--- config.mk ---
export PLATFORM = sky130hd
export DESIGN_NAME = haz_scoreboard
export DESIGN_NICKNAME = d
export VERILOG_FILES = /design/src/rtl/haz_scoreboard.sv
export SDC_FILE = /design/constraint.sdc
export NUM_CORES = 1
export LEC_CHECK = 0
export CAP_MARGIN = 20
export CORE_ASPECT_RATIO = 1.75
export CORE_MARGIN = 1.5
export CORE_UTILIZATION = 53
export DETAILED_ROUTE_END_ITERATION = 12
export GPL_ROUTABILITY_DRIVEN = 0
export GPL_TIMING_DRIVEN = 0
export PLACE_DENSITY = 0.72
export SYNTH_ARGS = -nofsm -noshare
export SYNTH_HDL_FRONTEND = slang
export SYNTH_SLANG_ARGS = --single-unit
--- constraint.sdc ---
create_clock -name CLK -period 15.8 [get_ports CLK]
set_input_delay 1.58 -clock CLK [delete_from_list [all_inputs] [get_ports CLK]]
set_output_delay 1.58 -clock CLK [all_outputs]
set_load 0.02 [all_outputs]
--- src/rtl/haz_scoreboard.sv ---
// rtl/haz_scoreboard.sv - register hazard scoreboard with stall, flush and stall counter
module haz_scoreboard #(
   parameter int NREG        = 32,
   parameter int AW          = $clog2(NREG),
   parameter int LAT_W       = 3,
   parameter int FLUSH_DEPTH = 2,
   parameter int PC_W        = 32
) (
   input  logic             CLK,
   input  logic             RST_N,
   input  logic             D_VALID,
   input  logic [AW-1:0]    D_RS1,
   input  logic [AW-1:0]    D_RS2,
   input  logic             D_USE1,
   input  logic             D_USE2,
   input  logic [AW-1:0]    D_RD,
   input  logic             D_WE,
   input  logic [LAT_W-1:0] D_LAT,
   input  logic             FLUSH_REQ,
   output logic             STALL,
   output logic             FLUSH,
   output logic             ISSUE,
   output logic             BUSY,
   output logic [PC_W-1:0]  STALL_CYCLES
);

   localparam int FW = $clog2(FLUSH_DEPTH + 1);

   logic [LAT_W-1:0] cnt_q [NREG];
   logic [LAT_W-1:0] cnt_d [NREG];
   logic [FW-1:0]    fcnt_q, fcnt_d;
   logic [PC_W-1:0]  stall_cnt_q, stall_cnt_d;

   logic raw, waw, flush, stall, issue, busy;

   // Hazard detection; flush and reset mask both stall and issue.
   always_comb begin
      raw   = D_VALID & ((D_USE1 & (cnt_q[D_RS1] != '0)) |
                         (D_USE2 & (cnt_q[D_RS2] != '0)));
      waw   = D_VALID & D_WE & (D_RD != '0) & (cnt_q[D_RD] > D_LAT);
      flush = (fcnt_q != '0) & RST_N;
      stall = (raw | waw) & ~flush & RST_N;
      issue = D_VALID & ~stall & ~flush & RST_N;
   end

   // Pending counters age by one each cycle; an issuing writer reloads its entry.
   always_comb begin
      for (int r = 0; r < NREG; r++) begin
         cnt_d[r] = (cnt_q[r] != '0) ? cnt_q[r] - LAT_W'(1) : '0;
      end
      cnt_d[0] = '0;
      if (issue && D_WE && (D_RD != '0)) begin
         cnt_d[D_RD] = D_LAT;
      end
   end

   // Flush window restarts on every request rather than accumulating.
   always_comb begin
      fcnt_d = fcnt_q;
      if (FLUSH_REQ) begin
         fcnt_d = FW'(FLUSH_DEPTH);
      end else if (fcnt_q != '0) begin
         fcnt_d = fcnt_q - FW'(1);
      end
   end

   // Stall cycle counter saturates at all-ones.
   always_comb begin
      stall_cnt_d = stall_cnt_q;
      if (stall && (stall_cnt_q != '1)) begin
         stall_cnt_d = stall_cnt_q + PC_W'(1);
      end
   end

   // Busy reflects registered pending state only.
   always_comb begin
      busy = 1'b0;
      for (int r = 1; r < NREG; r++) begin
         busy = busy | (cnt_q[r] != '0);
      end
   end

   // State registers with synchronous active-low reset.
   always_ff @(posedge CLK) begin
      if (!RST_N) begin
         for (int r = 0; r < NREG; r++) begin
            cnt_q[r] <= '0;
         end
         fcnt_q      <= '0;
         stall_cnt_q <= '0;
      end else begin
         for (int r = 0; r < NREG; r++) begin
            cnt_q[r] <= cnt_d[r];
         end
         fcnt_q      <= fcnt_d;
         stall_cnt_q <= stall_cnt_d;
      end
   end

   assign STALL        = stall;
   assign FLUSH        = flush;
   assign ISSUE        = issue;
   assign BUSY         = busy;
   assign STALL_CYCLES = stall_cnt_q;

endmodule

======== Word level (Yosys, flattened, before mapping) ========
Memories as Yosys holds them, arrays and structs flattened.
Index checks and enable logic that the tools add are counted.
word-level totals
  RAM bits ................................ 96
  memories kept ........................... 1
  register bits after elaboration ......... 34
cells by class
  eq/ne operators ......................... 1
  mux-type cells .......................... 71
  $lt $le $gt $ge ......................... 3
  reduce and logical (&&, ||, !) cells .... 41
  bitwise operators ....................... 80
  add/sub/neg operators ................... 33
memories
  memory  words  bits a word  rd ports  clocked after memory_dff  wr ports  RTL line  RTL
  cnt_q   32     3            34        0                         32        29        logic [LAT_W-1:0] cnt_q [NREG];
operator list
  cell                                                count
  two-way mux 3 bit                                   64
  nonzero test 3 bit                                  33
  bitwise mux 96 bit                                  1
  two-way mux 96 bit                                  1
  subtractor 3 x 1 -> 3 bit, second input constant    31
  bitwise OR 1 bit                                    64
  adder 32 x 1 -> 32 bit, second input constant       1
  != test 32 bit, second input constant               1
  demux 3 bit (select 5 bit)                          1
  bitwise AND 1 bit                                   12
  >= comparator 6 bit, second input constant          1
  < comparator 6 x 1 -> 1 bit, second input constant  1
  NOT 5 -> 6 bit                                      1
  nonzero test 5 bit                                  1
  logical AND 1 bit                                   4
  two-way mux 2 bit                                   2
  nonzero test 2 bit                                  2
  greater-than comparator 3 bit                       1
  NOT 1 bit                                           3
  two-way mux 1 bit                                   2
  OR reduction 2 bit                                  1
  subtractor 2 x 1 -> 2 bit, second input constant    1

======== Logic depth before layout (Yosys ltp) ========
  word-level depth ........................ 31
  mapped depth ............................ 16
  mapped depth without buffers ............ 12

======== Worst setup path after synthesis ========
OpenSTA, ideal clock, no wires.
  path type ............................... input-to-output
  start point ............................. input D_RD[0]
  end point ............................... output STALL
  data required time ...................... 14.220 ns
  path buffers ............................ 4
  cell stages on the path ................. 15
  data arrival time ....................... 5.731 ns
  path slack .............................. 8.489 ns
  cell sequence ........................... clkbuf_1 > buf_1 > mux4_2 > mux4_2 > mux2_2 > ha_1 > nor2b_1 > o21ai_0 > a221oi_1 > nand2b_1 > o32ai_2 > o21a_1 > buf_2 > buf_2 > nor2_1
on the way
  word-level cells in the longest chain between the ends .. 6
ends and longest elaborated chain
  item                                                                       RTL line  RTL
  start: declaration                                                         16        input logic [AW-1:0] D_RD,
  memory (32 x 3 bit) / nonzero test 5 bit (equally long branches)           -
  greater-than comparator 3 bit / bitwise AND 1 bit (equally long branches)  40        waw = D_VALID & D_WE & (D_RD != '0) & (cnt_q[D_RD] > D_LAT);
  bitwise AND 1 bit (*)                                                      40
  bitwise OR 1 bit (*)                                                       42        stall = (raw | waw) & ~flush & RST_N;
  bitwise AND 1 bit (*) (2 in a row)                                         42
  end: declaration                                                           20        output logic STALL,
Mark *: on every way between the ends. The rest lies on a longest branch, timed or not.

======== Worst setup path after layout ========
Ends and elaborated chain as after synthesis.

==> results.txt <==
Internal power comes to 0.000632 W. By startpoint and endpoint, the worst setup path is classified as in2out. The area fraction of the dominant cell type after synthesis was 0.298; the half-perimeter wire length of the detailed placement result was 22.1 mm.

The share of the cycle needed by the critical path after routing is 0.547, and the row count is 61. Share of total power in the clock network: 0.517. Once layout is complete, the cells apart from fillers number 1,260. Timing analysis after detailed placement gives a worst setup slack of 7.01 ns. Max-cap violations in this run came to 0. The floorplan step set the die height to 173 um. The run gives 2 as the maximum clock insertion buffer count. For this run, the leading register cell type out of synthesis is dfxtp_1. The via count of the first global-routing pass was 8,393; the total power was 0.000859 W. In this run the critical register-to-register path is captured at STALL_CYCLES[21]. In this run the tool buffered the top-level ports with 53 buffer cells.

The sequential group share of total power is 0.384. Tracing the worst setup path back leads to its startpoint at D_RD[0]. The number of placed instances, taps included, is 1,229.

Summed over all nets, the switching power comes to 0.000227 W. Relative slew slack: 0.216. The share of total power in combinational logic was 0.099; the cell area after layout was 10,200 um^2. Based on the critical path, the design can be clocked at up to 116 MHz. The relative area change from synthesis to final layout came out at 16.3%. The tools report the DRC marker count from the first detailed-route iteration as 729. The final wirelength is 29.6 mm, and the power density over the cells is 84.6 nW/um^2. The number of cells on the worst reg-to-reg path is 13. The run finished with clean final reports. Sorting the synthesized cells by area gives the leading types as dfxtp_1 30%, mux2i_1 12%, mux4_2 11%.

Pin placement for this block handled 61 I/O pins. The mapped netlist covers 8740 um^2. Counting flops and latches in the post-synthesis netlist gives 130. The worst register-to-register path has a setup slack of 11.49 ns. The hold violation total from the final report was 0; the CTS sink count was 130. Buffers added to address setup during post-CTS repair amount to 0. The share of post-route cells with drive strength above 1 was 0.113.

For the number of antenna violations at the first check in global routing, the log shows 0. The worst flop-to-flop path startpoint was cnt_q[28][1]. For the worst setup path, the data required time is 14.22 ns.

The library cell occupying the most area in the post-synthesis netlist was dfxtp_1. The worst hold endpoint is fcnt_q[0]. The worst setup path is captured at an output port. The worst setup margin was 7.16 ns; the total die area was 17,300 um^2.

Count of distinct cell types in the synthesized netlist: 53. The worst hold path belongs to the class reg2reg. Yosys printed 0 warnings.

After global routing the overflow that remains totals 0. The die is 100 um wide. Setup violations remaining at the end of the flow were counted as 0. Setup repair after global routing left no endpoint under its margin. Clock tree root driver cell: clkbuf_16. Dividing the detail-routed via count by the number of cells gives 6.53. The first global-routing pass estimated 45.3 mm of wire.

Clock-pin slew was measured on the worst setup and hold paths at 0.06 ns. The total of hold buffers inserted after clock tree synthesis is 0, and the total number of nets in the final design is 1,139. After detailed routing, the average wire length per cell comes to 23.5 um. The sequential cell area fraction in the yosys report is 0.298, and the average size of a mapped cell is 8.87 um^2. Counting every instance in the synthesized netlist gives 985. TritonCTS built the clock tree. The count of H-tree levels built during CTS was 4. Summed over all failing endpoints, the final setup total negative slack is 0 ns. STA classifies the critical path startpoint as a primary input. For the final database, setup skew stands at 0.0102 ns. The first detailed-routing pass ran for 7 iterations. The arrival time reported for the critical path endpoint came out at 7.06 ns. In this run, synthesis inferred 0 flip-flops with an integrated enable. The logs give 9510 um^2 for the cell area after placement and 0.545 for the effective utilization at floorplan. After detailed routing, the number of remaining DRC violations is 0. The cell depth of the worst min-delay path came out at 1. For the worst-skew pair, the clock arrives at the later sink with an insertion delay of 0.44 ns. The number of filler instances in the final layout was 1,380; the largest net degree at the start of global routing was 17. The async set-or-reset flop fraction in the synthesized netlist came out at 0. The total routing usage reported by global routing was 0.348; the number of max-slew violations in the final report was 0.

In this run the most critical hold path is launched from fcnt_q[0]. The count of nets left with antenna violations once routing finished came out at 0. The number of clock buffers added by TritonCTS is 17. VDD sags by at most 0.0593 mV.

The switching power share of the total was 0.264; the slew of the pin with the lowest slew margin was 1.16 ns. In this run the static leakage power is 4.05 nW. The core footprint is 16,000 um^2.

The highest net fanout along the worst path is 10, and the minimum clock period is 8.64 ns. Summing over every cut layer, the via total after detailed routing is 8,233. 0 antenna diodes ended up in the layout.

After clock tree synthesis, the repair step resized 0 gates.
## area by class of cell
| class | count | area (um^2) | share of cell area |
|---|---|---|---|
| plain buffers | 77 | 320 | 0.0315 |
| multi-input cells | 718 | 5590 | 0.550 |
| inverters | 62 | 233 | 0.0229 |
| repair buffers | 54 | 542 | 0.0533 |
| well taps | 189 | 236 | 0.0233 |
| clock buffers | 17 | 425 | 0.0419 |
| flip-flops and latches | 130 | 2600 | 0.256 |
| clock inverters | 13 | 210 | 0.0207 |
## sequential cells by signal (all words and copies together), names as in the netlist
register,flops
STALL_CYCLES,32
cnt_q,96
fcnt_q,2
## cells in the mapped netlist, types with 7 or more instances
| library cell | count |
|---|---|
| a21oi_1 | 33 |
| and3_1 | 10 |
| buf_2 | 10 |
| clkbuf_1 | 58 |
| dfxtp_1 | 130 |
| ha_1 | 54 |
| inv_1 | 61 |
| mux2i_1 | 102 |
| mux4_2 | 41 |
| nand2_1 | 133 |
| nand3_1 | 23 |
| nand4_1 | 16 |
| nor2_1 | 36 |
| nor3_1 | 26 |
| nor3_4 | 10 |
| nor4_1 | 16 |
| o211ai_1 | 7 |
| o21ai_0 | 39 |
| o31ai_1 | 18 |
| or2_2 | 15 |
| or3_1 | 49 |
| or4_1 | 18 |
## power by group through the flow
| stage | clock network (W) | logic [W] | registers (W) |
|---|---|---|---|
| after floorplan | 0 | 0.0000486 | 0.000337 |
| after global placement | 0 | 0.0000809 | 0.000337 |
| after detailed placement | 0 | 0.0000811 | 0.000337 |
| after CTS | 0.000444 | 0.0000814 | 0.000330 |
| after global routing | 0.000458 | 0.0000874 | 0.000330 |
| final | 0.000444 | 0.0000847 | 0.000330 |
## kinds of logic after synthesis
kind of cell             count (synthesis)  synth area share
other                                    1          0.000429
AO/OA/AOI/OAI                          133            0.0990
flip-flops                             130             0.298
multiplexers                           146             0.226
adder cells (fa/ha/maj)                 54            0.0773
AND/OR/NAND/NOR                        382             0.236
buffers and inverters                  139            0.0633
## through the flow
step	util	hold WS, ns
final	0.634	0.449
after global routing	0.634	0.471
after global placement	0.593	0.435
after floorplan	-	0.421
after CTS	0.633	0.452
after detailed placement	0.593	0.444
## routing by layer
metal / up-vias / part of all wire / GRT usage
li1: 3693 / - / -
met1: 3878 / 0.34 / 0.352
met2: 479 / 0.51 / 0.615
met3: 183 / 0.073 / 0.0699
met4: 0 / 0.080 / 0.260
met5: - / 0 / 0
## placed cells by master, fill, tap and decap left out, drive strengths merged, types with 17 or more instances in the layout
cell type / count
nand2: 133
dfxtp: 130
mux2i: 102
clkbuf: 75
inv: 64
ha: 54
clkdlybuf4s50: 53
or3: 49
mux4: 41
o21ai: 40
nor3: 39
nor2: 36
a21oi: 33
nand3: 23
buf: 20
o31ai: 18
or4: 18
or2: 17
## worst max path at each step
stage	end	depth (start not counted)	slack [ns]
floorplan	STALL	15	8.49
global placement	STALL	16	7.08
detailed placement	STALL	16	7.01
CTS	STALL	16	7.02
global route	STALL	16	6.98
finish	STALL	17	7.16
## worst max-delay path: stages
cell and delay (ns):
clkbuf_1 0.50, buf_1 0.57, buf_6 0.25, mux4_2 0.54
mux4_2 0.52, mux2_2 0.29, ha_1 0.29, nor2b_1 0.13
o21ai_0 0.16, a221oi_1 0.16, nand2b_1 0.20, o32ai_2 0.33
o21a_1 0.36, buf_2 0.29, buf_2 0.27, nor2_1 0.06
clkdlybuf4s50_1 0.53
Note: power is estimated with default switching activity, not from simulation.
